**config.mk**
```make
export PLATFORM = sky130hd
export DESIGN_NAME = wb_stage
export DESIGN_NICKNAME = d
export VERILOG_FILES = /design/src/rtl/wb_stage_pkg.sv /design/src/rtl/wb_load_ext.sv /design/src/rtl/wb_stage.sv
export SDC_FILE = /design/constraint.sdc
export NUM_CORES = 1
export LEC_CHECK = 0
export BUFFER_PORTS_ARGS = -buffer_cell sky130_fd_sc_hd__buf_2
export CAP_MARGIN = 10
export CORE_UTILIZATION = 30
export DETAILED_ROUTE_END_ITERATION = 6
export GPL_TIMING_DRIVEN = 1
export PLACE_DENSITY = 0.64
export SLEW_MARGIN = 20
export SYNTH_ARGS = -nofsm -noshare
export SYNTH_HDL_FRONTEND = slang
export SYNTH_SLANG_ARGS = --single-unit
export TNS_END_PERCENT = 100
```
**constraint.sdc**
```tcl
create_clock -name clk -period 2.57 [get_ports clk]
set_input_delay 0.514 -clock clk [delete_from_list [all_inputs] [get_ports clk]]
set_output_delay 0.514 -clock clk [all_outputs]
set_load 0.01 [all_outputs]
```
**src/rtl/wb_stage_pkg.sv**
```systemverilog
// Shared definitions for the write-back stage: default widths, RISC-V load
// funct3 encodings and the FSM state encoding.
package wb_stage_pkg;

   localparam int unsigned XLEN_DEF   = 64;
   localparam int unsigned REG_AW_DEF = 5;

   localparam logic [2:0] F3_LB  = 3'b000;
   localparam logic [2:0] F3_LH  = 3'b001;
   localparam logic [2:0] F3_LW  = 3'b010;
   localparam logic [2:0] F3_LD  = 3'b011;
   localparam logic [2:0] F3_LBU = 3'b100;
   localparam logic [2:0] F3_LHU = 3'b101;
   localparam logic [2:0] F3_LWU = 3'b110;

   typedef enum logic {
      ST_IDLE    = 1'b0,
      ST_WAIT_RD = 1'b1
   } wb_state_e;

endpackage

```
**src/rtl/wb_load_ext.sv**
```systemverilog
// Combinational load alignment and sign/zero extension of an aligned
// doubleword response, selected by byte offset and load funct3.
module wb_load_ext
   import wb_stage_pkg::*;
#(
   parameter int unsigned XLEN = XLEN_DEF
) (
   input  logic [XLEN-1:0] data_i,
   input  logic [2:0]      offset_i,
   input  logic [2:0]      type_i,
   output logic [XLEN-1:0] data_o
);

   logic [XLEN-1:0] shifted;

   // Bring the addressed byte down to bit 0; offsets are used as given.
   assign shifted = data_i >> {offset_i, 3'b000};

   always_comb begin
      data_o = data_i;
      case (type_i)
         F3_LB:   data_o = {{(XLEN-8){shifted[7]}}, shifted[7:0]};
         F3_LH:   data_o = {{(XLEN-16){shifted[15]}}, shifted[15:0]};
         F3_LW:   data_o = {{(XLEN-32){shifted[31]}}, shifted[31:0]};
         F3_LBU:  data_o = {{(XLEN-8){1'b0}}, shifted[7:0]};
         F3_LHU:  data_o = {{(XLEN-16){1'b0}}, shifted[15:0]};
         F3_LWU:  data_o = {{(XLEN-32){1'b0}}, shifted[31:0]};
         default: data_o = data_i;
      endcase
   end

endmodule

```
**src/rtl/wb_stage.sv**
```systemverilog
// Write-back stage: retires non-loads directly, holds loads until the read
// response arrives. Define DIFFTEST_EN to add the retired-PC output pc_wb_o.
//
// state      | meaning
// ST_IDLE    | ready for a MEM transfer; non-loads commit next cycle
// ST_WAIT_RD | load latched, waiting for rdata_valid_i; MEM input stalled
module wb_stage
   import wb_stage_pkg::*;
#(
   parameter int unsigned XLEN   = XLEN_DEF,
   parameter int unsigned REG_AW = REG_AW_DEF
) (
   input  logic              clk,
   input  logic              rst_n,
   input  logic              mem_valid_i,
   output logic              mem_ready_o,
   input  logic [XLEN-1:0]   mem_pc_i,
   input  logic [REG_AW-1:0] mem_rd_addr_i,
   input  logic              mem_rd_wen_i,
   input  logic [XLEN-1:0]   mem_alu_res_i,
   input  logic              mem_is_load_i,
   input  logic [2:0]        mem_load_type_i,
   input  logic              rdata_valid_i,
   input  logic [XLEN-1:0]   rdata_i,
   output logic              wr_en_o,
   output logic [REG_AW-1:0] wr_addr_o,
   output logic [XLEN-1:0]   wr_data_o,
   output logic              commit_o
`ifdef DIFFTEST_EN
   ,
   output logic [XLEN-1:0]   pc_wb_o
`endif
);

   wb_state_e         state_q;
   logic              wr_en_q;
   logic              commit_q;
   logic [REG_AW-1:0] wr_addr_q;
   logic [XLEN-1:0]   wr_data_q;
   logic [REG_AW-1:0] rd_p_q;
   logic              wen_p_q;
   logic [2:0]        type_p_q;
   logic [2:0]        off_p_q;
   logic [XLEN-1:0]   ld_data;

`ifdef DIFFTEST_EN
   logic [XLEN-1:0]   pc_p_q;
   logic [XLEN-1:0]   pc_wb_q;
   assign pc_wb_o = pc_wb_q;
`else
   logic unused_pc;
   assign unused_pc = ^mem_pc_i;
`endif

   wb_load_ext #(.XLEN(XLEN)) u_load_ext (
      .data_i   (rdata_i),
      .offset_i (off_p_q),
      .type_i   (type_p_q),
      .data_o   (ld_data)
   );

   assign mem_ready_o = (state_q == ST_IDLE);
   assign wr_en_o     = wr_en_q;
   assign commit_o    = commit_q;
   assign wr_addr_o   = wr_addr_q;
   assign wr_data_o   = wr_data_q;

   always_ff @(posedge clk or negedge rst_n) begin
      if (!rst_n) begin
         state_q   <= ST_IDLE;
         wr_en_q   <= 1'b0;
         commit_q  <= 1'b0;
         wr_addr_q <= '0;
         wr_data_q <= '0;
         rd_p_q    <= '0;
         wen_p_q   <= 1'b0;
         type_p_q  <= '0;
         off_p_q   <= '0;
`ifdef DIFFTEST_EN
         pc_p_q    <= '0;
         pc_wb_q   <= '0;
`endif
      end else begin
         // Retire outputs are single-cycle pulses unless re-armed below.
         wr_en_q  <= 1'b0;
         commit_q <= 1'b0;
`ifdef DIFFTEST_EN
         pc_wb_q  <= '0;
`endif
         case (state_q)
            ST_IDLE: begin
               if (mem_valid_i) begin
                  if (!mem_is_load_i) begin
                     commit_q  <= 1'b1;
                     wr_en_q   <= mem_rd_wen_i && (mem_rd_addr_i != '0);
                     wr_addr_q <= mem_rd_addr_i;
                     wr_data_q <= mem_alu_res_i;
`ifdef DIFFTEST_EN
                     pc_wb_q   <= mem_pc_i;
`endif
                  end else begin
                     rd_p_q   <= mem_rd_addr_i;
                     wen_p_q  <= mem_rd_wen_i;
                     type_p_q <= mem_load_type_i;
                     off_p_q  <= mem_alu_res_i[2:0];
`ifdef DIFFTEST_EN
                     pc_p_q   <= mem_pc_i;
`endif
                     state_q  <= ST_WAIT_RD;
                  end
               end
            end
            ST_WAIT_RD: begin
               if (rdata_valid_i) begin
                  commit_q  <= 1'b1;
                  wr_en_q   <= wen_p_q && (rd_p_q != '0);
                  wr_addr_q <= rd_p_q;
                  wr_data_q <= ld_data;
`ifdef DIFFTEST_EN
                  pc_wb_q   <= pc_p_q;
`endif
                  state_q   <= ST_IDLE;
               end
            end
            default: state_q <= ST_IDLE;
         endcase
      end
   end

endmodule

```
==> impl_metrics.csv, run 1 <==
group,metric,value,unit
pwr,powerDensity,797,nW/um^2
die,core-area,19000,sq um
timing,fin_crit,2.23,ns
critical_path,worst_setup_path_start_kind,"register",
synth,ys_seq_area_share,35.8,%
critical_path,crit_type,"reg2out",
timing,timing.final.crit_share,86.8,%
timing,finalHoldViolCount,0,
synth,synthMostInstantiatedCell,"dfrtp_1",
min_path,holdCritPathClass,"in2async",
run,drv_cap,0,
cells_and_area,post-route-cell-area,7590,sq um
placement,pre_cts_ws,0.370,ns
critical_path,crit_path_start,"state_q",
synth,yosysTopAreaCell,"dfrtp_1",
placement,dpl_cell_area,7260,sq um
synth,yosys-top-cells-count,"dfrtp_1 (84), a21oi_1 (74), nand2_1 (74)",
detailed_routing,route.detailed.drc,0,
global_routing,grt_overflow_total,0,
synth,yosysTopAreaCellShare,35.8,%
clock_tree,htree_levels,3,
timing,worst_slew_pin_slew,0.725,ns
synth,yosys_warnings,0,
critical_path,reg2reg_slack,0.35,ns
global_routing,antenna_found_initial,2,
die,num_rows,50,
synth,syn_avg_cell_area,8.94,sq um
clock_tree,clkSinkCount,84,
clock_tree,worstSkewPairLatency,0.35,ns
global_routing,grt_pass1_vias,5753,
timing,rsz0062_at_grt,"false",
placement,port_buffers,213,
critical_path,end_kind,"output port",
cells_and_area,nets,1059,
synth,netlist_instances,658,
cells_and_area,drive_gt1_share,36.1,%
detailed_routing,num_vias,6079,
die,design.die.area,20200,sq um
timing,max_freq,448,MHz
die,dieHeight,142,microns
critical_path,r2r_cells,7,
synth,synth_edf_count,0,
critical_path,critPathCapture,"mem_ready_o",
timing,maxSlewHeadroom,51.5,%
timing,fin_ws,0.339,ns
clock_tree,numCtsBuffers,9,
timing,drv_slew,0,
die,die_width,142,microns
synth,synth_async_sr_flop_share,100,%
critical_path,cp_max_fo,14,
pwr,cellLeakagePower,3.47,nW
synth,synth_area,5880,sq um
synth,synth_flop_cell,"dfrtp_1",
clock_tree,cts_tree,"built",
detailed_routing,drt.antenna.violating_nets,0,
global_routing,grt_pass1_wl,33900,microns
detailed_routing,finalWirelength,22500,microns
die,ios,278,
timing,setup_viol,0,
status,status,"finished, final reports clean",
die,initial_core_util,31.0,%
cells_and_area,nFillCells,1964,
clock_tree,postCtsSetupBuffers,0,
synth,synth_cell_type_count,50,
global_routing,grt_use_total,22.6,%
critical_path,rr_startpoint,"off_p_q[1]",
clock_tree,cts_resized,0,
clock_tree,clock_path_buffers,2,
detailed_routing,wl_per_cell,20.1,microns
cells_and_area,syn_to_final_growth,29.1,%
detailed_routing,drt-pass1-iter-count,7,
timing,tns,0,ns
synth,ys_seq_elements,84,
synth,synthTopCellsByArea,"dfrtp_1 (36%), mux2i_1 (7.8%), a21oi_1 (6.3%), mux4_2 (6.1%), o21ai_0 (5.4%)",
clock_tree,clockRootBuffer,"clkbuf_16",
detailed_routing,via_per_inst,5.43,
timing,whs,0.104,ns
critical_path,worstPathRequired,2.06,ns
critical_path,r2r-end,"wr_data_o[42]",
placement,hpwl,17300,microns
pwr,p_total,0.00605,W
clock_tree,postCtsHoldBufs,0,
timing,finClkSkew,0.0106,ns
clock_tree,clk_transition_reported_paths,0.07,ns
detailed_routing,drtIter0Drc,381,
placement,gp_congestion,0.911,
global_routing,grt_max_degree,63,
pwr,vdd_drop_max,0.000306,V
critical_path,arrival,1.72,ns
synth,mappedNetlistNets,864,
-- worst max-delay path, cell delays in order, from the launching register on --
cell and delay (ns):
dfrtp_2 0.52, inv_1 0.42, buf_4 0.27, buf_2 0.15
-- report_power, final --
group	switching [W]	total, W	internal (W)
Sequential	0.000279	0.00200	0.00172
Combinational	0.00145	0.00258	0.00112
Clock	0.000608	0.00148	0.000868
Total	0.00234	0.00605	0.00371
-- layer usage --
| metal | track usage [%] | vias up | wire [microns] |
|---|---|---|---|
| met1 | 30.7 | 2904 | 10100 |
| met4 | 9.11 | 4 | 693 |
| met5 | 0 | - | 27 |
| met2 | 34.6 | 299 | 9920 |
| li1 | - | 2835 | - |
| met3 | 4.95 | 37 | 1760 |
-- stage by stage --
stage               cells  utilization (%)
floorplan             658                -
global placement     1102             38.3
detailed placement   1102             38.3
CTS                  1118             40.0
global route         1118             40.0
finish               1119             40.0
-- registers in the layout, indices dropped and copies added (netlist names) --
name / cells
wr_en_o: 1
off_p_q: 3
commit_o: 1
wr_data_o: 64
state_q: 1
wen_p_q: 1
rd_p_q: 5
wr_addr_o: 5
type_p_q: 3
-- worst min-delay path by stage --
| stage | depth (start not counted) | slack [ns] | end | from |
|---|---|---|---|---|
| floorplan | 0 | 0.22 | commit_o | rst_n |
| global placement | 2 | 0.46 | wr_addr_o[1] | wr_addr_o[1] |
| detailed placement | 2 | 0.47 | wr_addr_o[3] | wr_addr_o[3] |
| CTS | 1 | 0.12 | wr_en_o | rst_n |
| global route | 1 | 0.14 | wr_data_o[6] | rst_n |
| finish | 1 | 0.10 | wr_data_o[6] | rst_n |
-- cell families after synthesis --
kind of cell | share of synthesized area [%]
XOR/XNOR | 0.149
flip-flops | 35.8
buffers and inverters | 6.00
multiplexers | 18.2
AND/OR/NAND/NOR | 17.1
AO/OA/AOI/OAI | 22.8
-- cell type report --
cell class | instances | area [sq um] | area share, %
sequential | 84 | 2110 | 27.7
timing repair buffer | 244 | 1350 | 17.8
antenna | 1 | 2.50 | 0.0330
inverter | 13 | 48.8 | 0.643
tap | 260 | 325 | 4.29
multi-input combinational | 501 | 3420 | 45.1
clock buffer | 9 | 225 | 2.97
clock inverter | 7 | 105 | 1.38
-- layout by cell type (no fill, tap or decap), types with 2 or more instances in the layout --
cell type	synthesis	final
buf_2	12	212
dfrtp_1	84	81
nand2_1	74	74
a21oi_1	74	74
o21ai_0	63	63
mux2i_1	46	46
or3_1	39	39
nor2_1	30	30
buf_4	3	28
o211ai_1	22	22
mux2_2	21	21
a211oi_1	21	21
and3_1	21	21
mux4_2	16	16
nand3_1	11	11
inv_1	10	10
clkbuf_16	0	9
nor2b_1	8	8
a221oi_1	8	8
a211o_1	8	8
a2111oi_0	7	7
buf_12	0	4
clkinv_1	3	3
a21oi_2	3	3
dfrtp_2	0	3
o21a_1	2	2
or4_1	2	2
and2_1	2	2
nor3_1	2	2
inv_6	0	2
bufinv_16	0	2
Power figures use the tool's default switching activity.
==> inputs of run 2 (changes only) <==
- PLACE_DENSITY: 0.64 -> 0.63
- SYNTH_HIERARCHICAL: unset -> 1
- clock period: 2.57 -> 2.7 ns (I/O delays scaled with it)
==> impl_metrics.csv, run 2 <==
group,metric,value,unit
timing,finClkSkew,0.00846,ns
synth,synth_top_family_by_area,"multiplexers",
die,core-area,21100,sq um
min_path,holdCritPathClass,"in2async",
critical_path,path_buf_inv,1,
critical_path,cp_max_fo,6,
synth,ys_seq_area_share,32.4,%
clock_tree,postCtsSetupBuffers,0,
status,status,"finished, final reports clean",
pwr,p_comb_share,51.3,%
synth,netlist_instances,623,
critical_path,cp_common_cell,"mux2_2",
synth,yosys_warnings,6,
clock_tree,clock_path_buffers,2,
detailed_routing,route.detailed.drc,0,
placement,port_buffers,213,
pwr,p_seq_share,29.4,%
clock_tree,clk_transition_reported_paths,0.08,ns
critical_path,arrival,2.84,ns
cells_and_area,syn_to_final_growth,28.6,%
cells_and_area,nets,1049,
clock_tree,worstSkewPairLatency,0.35,ns
critical_path,max_stage_delay,0.51,ns
timing,drv_slew,0,
synth,mappedNetlistNets,829,
cells_and_area,final_common_cell,"buf_2",
placement,gp_congestion,0.928,
timing,max_freq,384,MHz
critical_path,end_kind,"register",
cells_and_area,drive_gt1_share,54.1,%
detailed_routing,drt.antenna.violating_nets,0,
timing,worst_slew_pin_slew,0.676,ns
critical_path,slowest_stage,"mux4_2",
pwr,swShare,39.4,%
synth,synthMostInstantiatedCell,"mux2_2",
detailed_routing,via_per_inst,5.30,
die,dieHeight,149,microns
cells_and_area,largest_reg_flops,64,
pwr,p_sw,0.00259,W
synth,yosys.area_share.simple,9.27,%
global_routing,grt_use_total,20.9,%
detailed_routing,num_vias,5957,
placement,dpl_cell_area,8030,sq um
timing,setup_viol,0,
critical_path,cpLargestDelayFamily,"multiplexers",
synth,yosys-top-cells-count,"mux2_2 (156), dfrtp_1 (84), mux2i_1 (68)",
die,ios,278,
cells_and_area,post-route-cell-area,8330,sq um
timing,fin_crit,2.60,ns
timing,finalHoldViolCount,0,
timing,timing.final.crit_share,96.4,%
clock_tree,clockRootBuffer,"clkbuf_16",
critical_path,worstPathRequired,2.94,ns
pwr,vdd_drop_max,0.000361,V
clock_tree,numCtsBuffers,9,
timing,tns,0,ns
critical_path,crit_type,"reg2reg",
global_routing,grt_max_degree,67,
pwr,powerDensity,789,nW/um^2
die,num_rows,53,
detailed_routing,finalWirelength,23100,microns
die,initial_core_util,30.7,%
pwr,clockPowerShare,19.3,%
timing,rsz0062_at_grt,"false",
detailed_routing,wl_per_cell,20.5,microns
detailed_routing,drt-pass1-iter-count,4,
synth,syn_avg_cell_area,10.4,sq um
critical_path,crit_chain,"mux2_2, mux4_2, a32oi_4, buf_4, a21oi_1, mux2_2, mux2_2",
global_routing,grt_pass1_wl,34700,microns
synth,synth_cell_type_count,42,
die,die_width,149,microns
synth,yosysTopAreaCellShare,32.4,%
critical_path,worst_setup_path_start_kind,"register",
cells_and_area,final_cell_mix,"buf_2 (212), mux2_2 (156), dfrtp_1 (81)",
pwr,power.internal,0.00398,W
synth,synth_edf_count,0,
global_routing,grt_overflow_total,0,
die,design.die.area,22200,sq um
global_routing,antenna_found_initial,2,
timing,maxSlewHeadroom,54.8,%
synth,synthTopCellsByArea,"dfrtp_1 (32%), mux2_2 (27%), mux2i_1 (11%), mux4_2 (3.5%), nand3_1 (2.9%)",
clock_tree,htree_levels,3,
synth,synth_flop_cell,"dfrtp_1",
synth,muxShareOfSynthArea,41.3,%
synth,synth_area,6480,sq um
synth,ys_seq_elements,84,
synth,synth_fa_ha_area_share,0,%
detailed_routing,drtIter0Drc,388,
global_routing,grt_pass1_vias,5815,
placement,hpwl,18000,microns
synth,synth_async_sr_flop_share,100,%
run,drv_cap,0,
pwr,cellLeakagePower,3.90,nW
synth,synth_compound_area_share,11.1,%
clock_tree,clkSinkCount,84,
synth,yosysTopAreaCell,"dfrtp_1",
clock_tree,cts_tree,"built",
synth,synth-xor-area-share,0,%
[run 2: cell count changes after synthesis, sizes merged, moves of 20 or more]
cell    before  now
mux2        22  157
a21oi       77   19
or3         39    0
nand2       74   46
o21ai       64   37
nand3       11   37
mux2i       46   68
and3        21    0
clkbuf      36   16
[run 2: power by group through the flow]
stage / combinational (W) / sequential [W] / clock (W)
6_report: 0.00337 / 0.00193 / 0.00126
5_1_grt: 0.00363 / 0.00199 / 0.00136
4_1_cts: 0.00337 / 0.00194 / 0.00132
3_5_place_dp: 0.00336 / 0.00196 / 0
3_3_place_gp: 0.00332 / 0.00194 / 0
2_1_floorplan: 0.00190 / 0.00212 / 0
[run 2: final cells by class]
cell class              count  area (sq um)
fillers                  2143         12800
multi-input cells         472          4000
flip-flops and latches     84          2110
repair buffers            266          1550
well taps                 275           344
clock buffers               9           225
clock inverters             7          63.8
inverters                  10          37.5
diodes                      2          5.00
[run 2: worst register-to-register path, delay by kind of cell, from the launching register on]
kind	cells	cell delay [ns]
DFF	1	0.42
AOI/OAI and AO/OA	2	0.42
buffers and inverters	1	0.23
muxes	4	1.40
[run 2: worst paths after layout]
check                               from             to  slack [ns]  cells past startpoint
max                           off_p_q[0]  wr_data_o[23]         0.1                      7
min                                rst_n  wr_data_o[10]        0.14                      1
max reg2reg                   off_p_q[0]  wr_data_o[23]         0.1                      7
min reg2reg                 wr_data_o[7]   wr_data_o[7]        0.50                      1
max in group asynchronous          rst_n  wr_data_o[61]        1.84                      2
min in group clk           rdata_valid_i        state_q        0.40                      2
[run 2: cell families after synthesis]
kind of cell / Yosys count
AND/OR/NAND/NOR: 129
AO/OA/AOI/OAI: 108
multiplexers: 235
buffers and inverters: 67
flip-flops: 84
[run 2: layer usage]
layer	GRT usage (%)	up-vias	wire, microns
li1	-	2749	-
met1	28.4	2891	10200
met2	32.2	281	10400
met3	4.92	36	1850
met4	7.19	0	653
met5	0	-	0
[run 2: timing repair]
item                       in CTS  in global routing
setup endpoints to repair      10                 22
hold buffers                    0                  0
pin swaps                       0                  1
gates resized for setup         2                  1
[run 2: per-stage QoR]
stage	util (%)	cells	setup slack [ns]	hold WS, ns	power [W]
final	39.5	1125	0.0978	0.137	0.00657
after global routing	39.5	1125	0.0248	0.178	0.00699
after CTS	39.5	1123	0.0296	0.166	0.00663
after detailed placement	38.1	1107	-0.119	0.493	0.00532
after global placement	38.1	1107	-0.0625	0.485	0.00526
after floorplan	-	623	0.191	0.244	0.00402
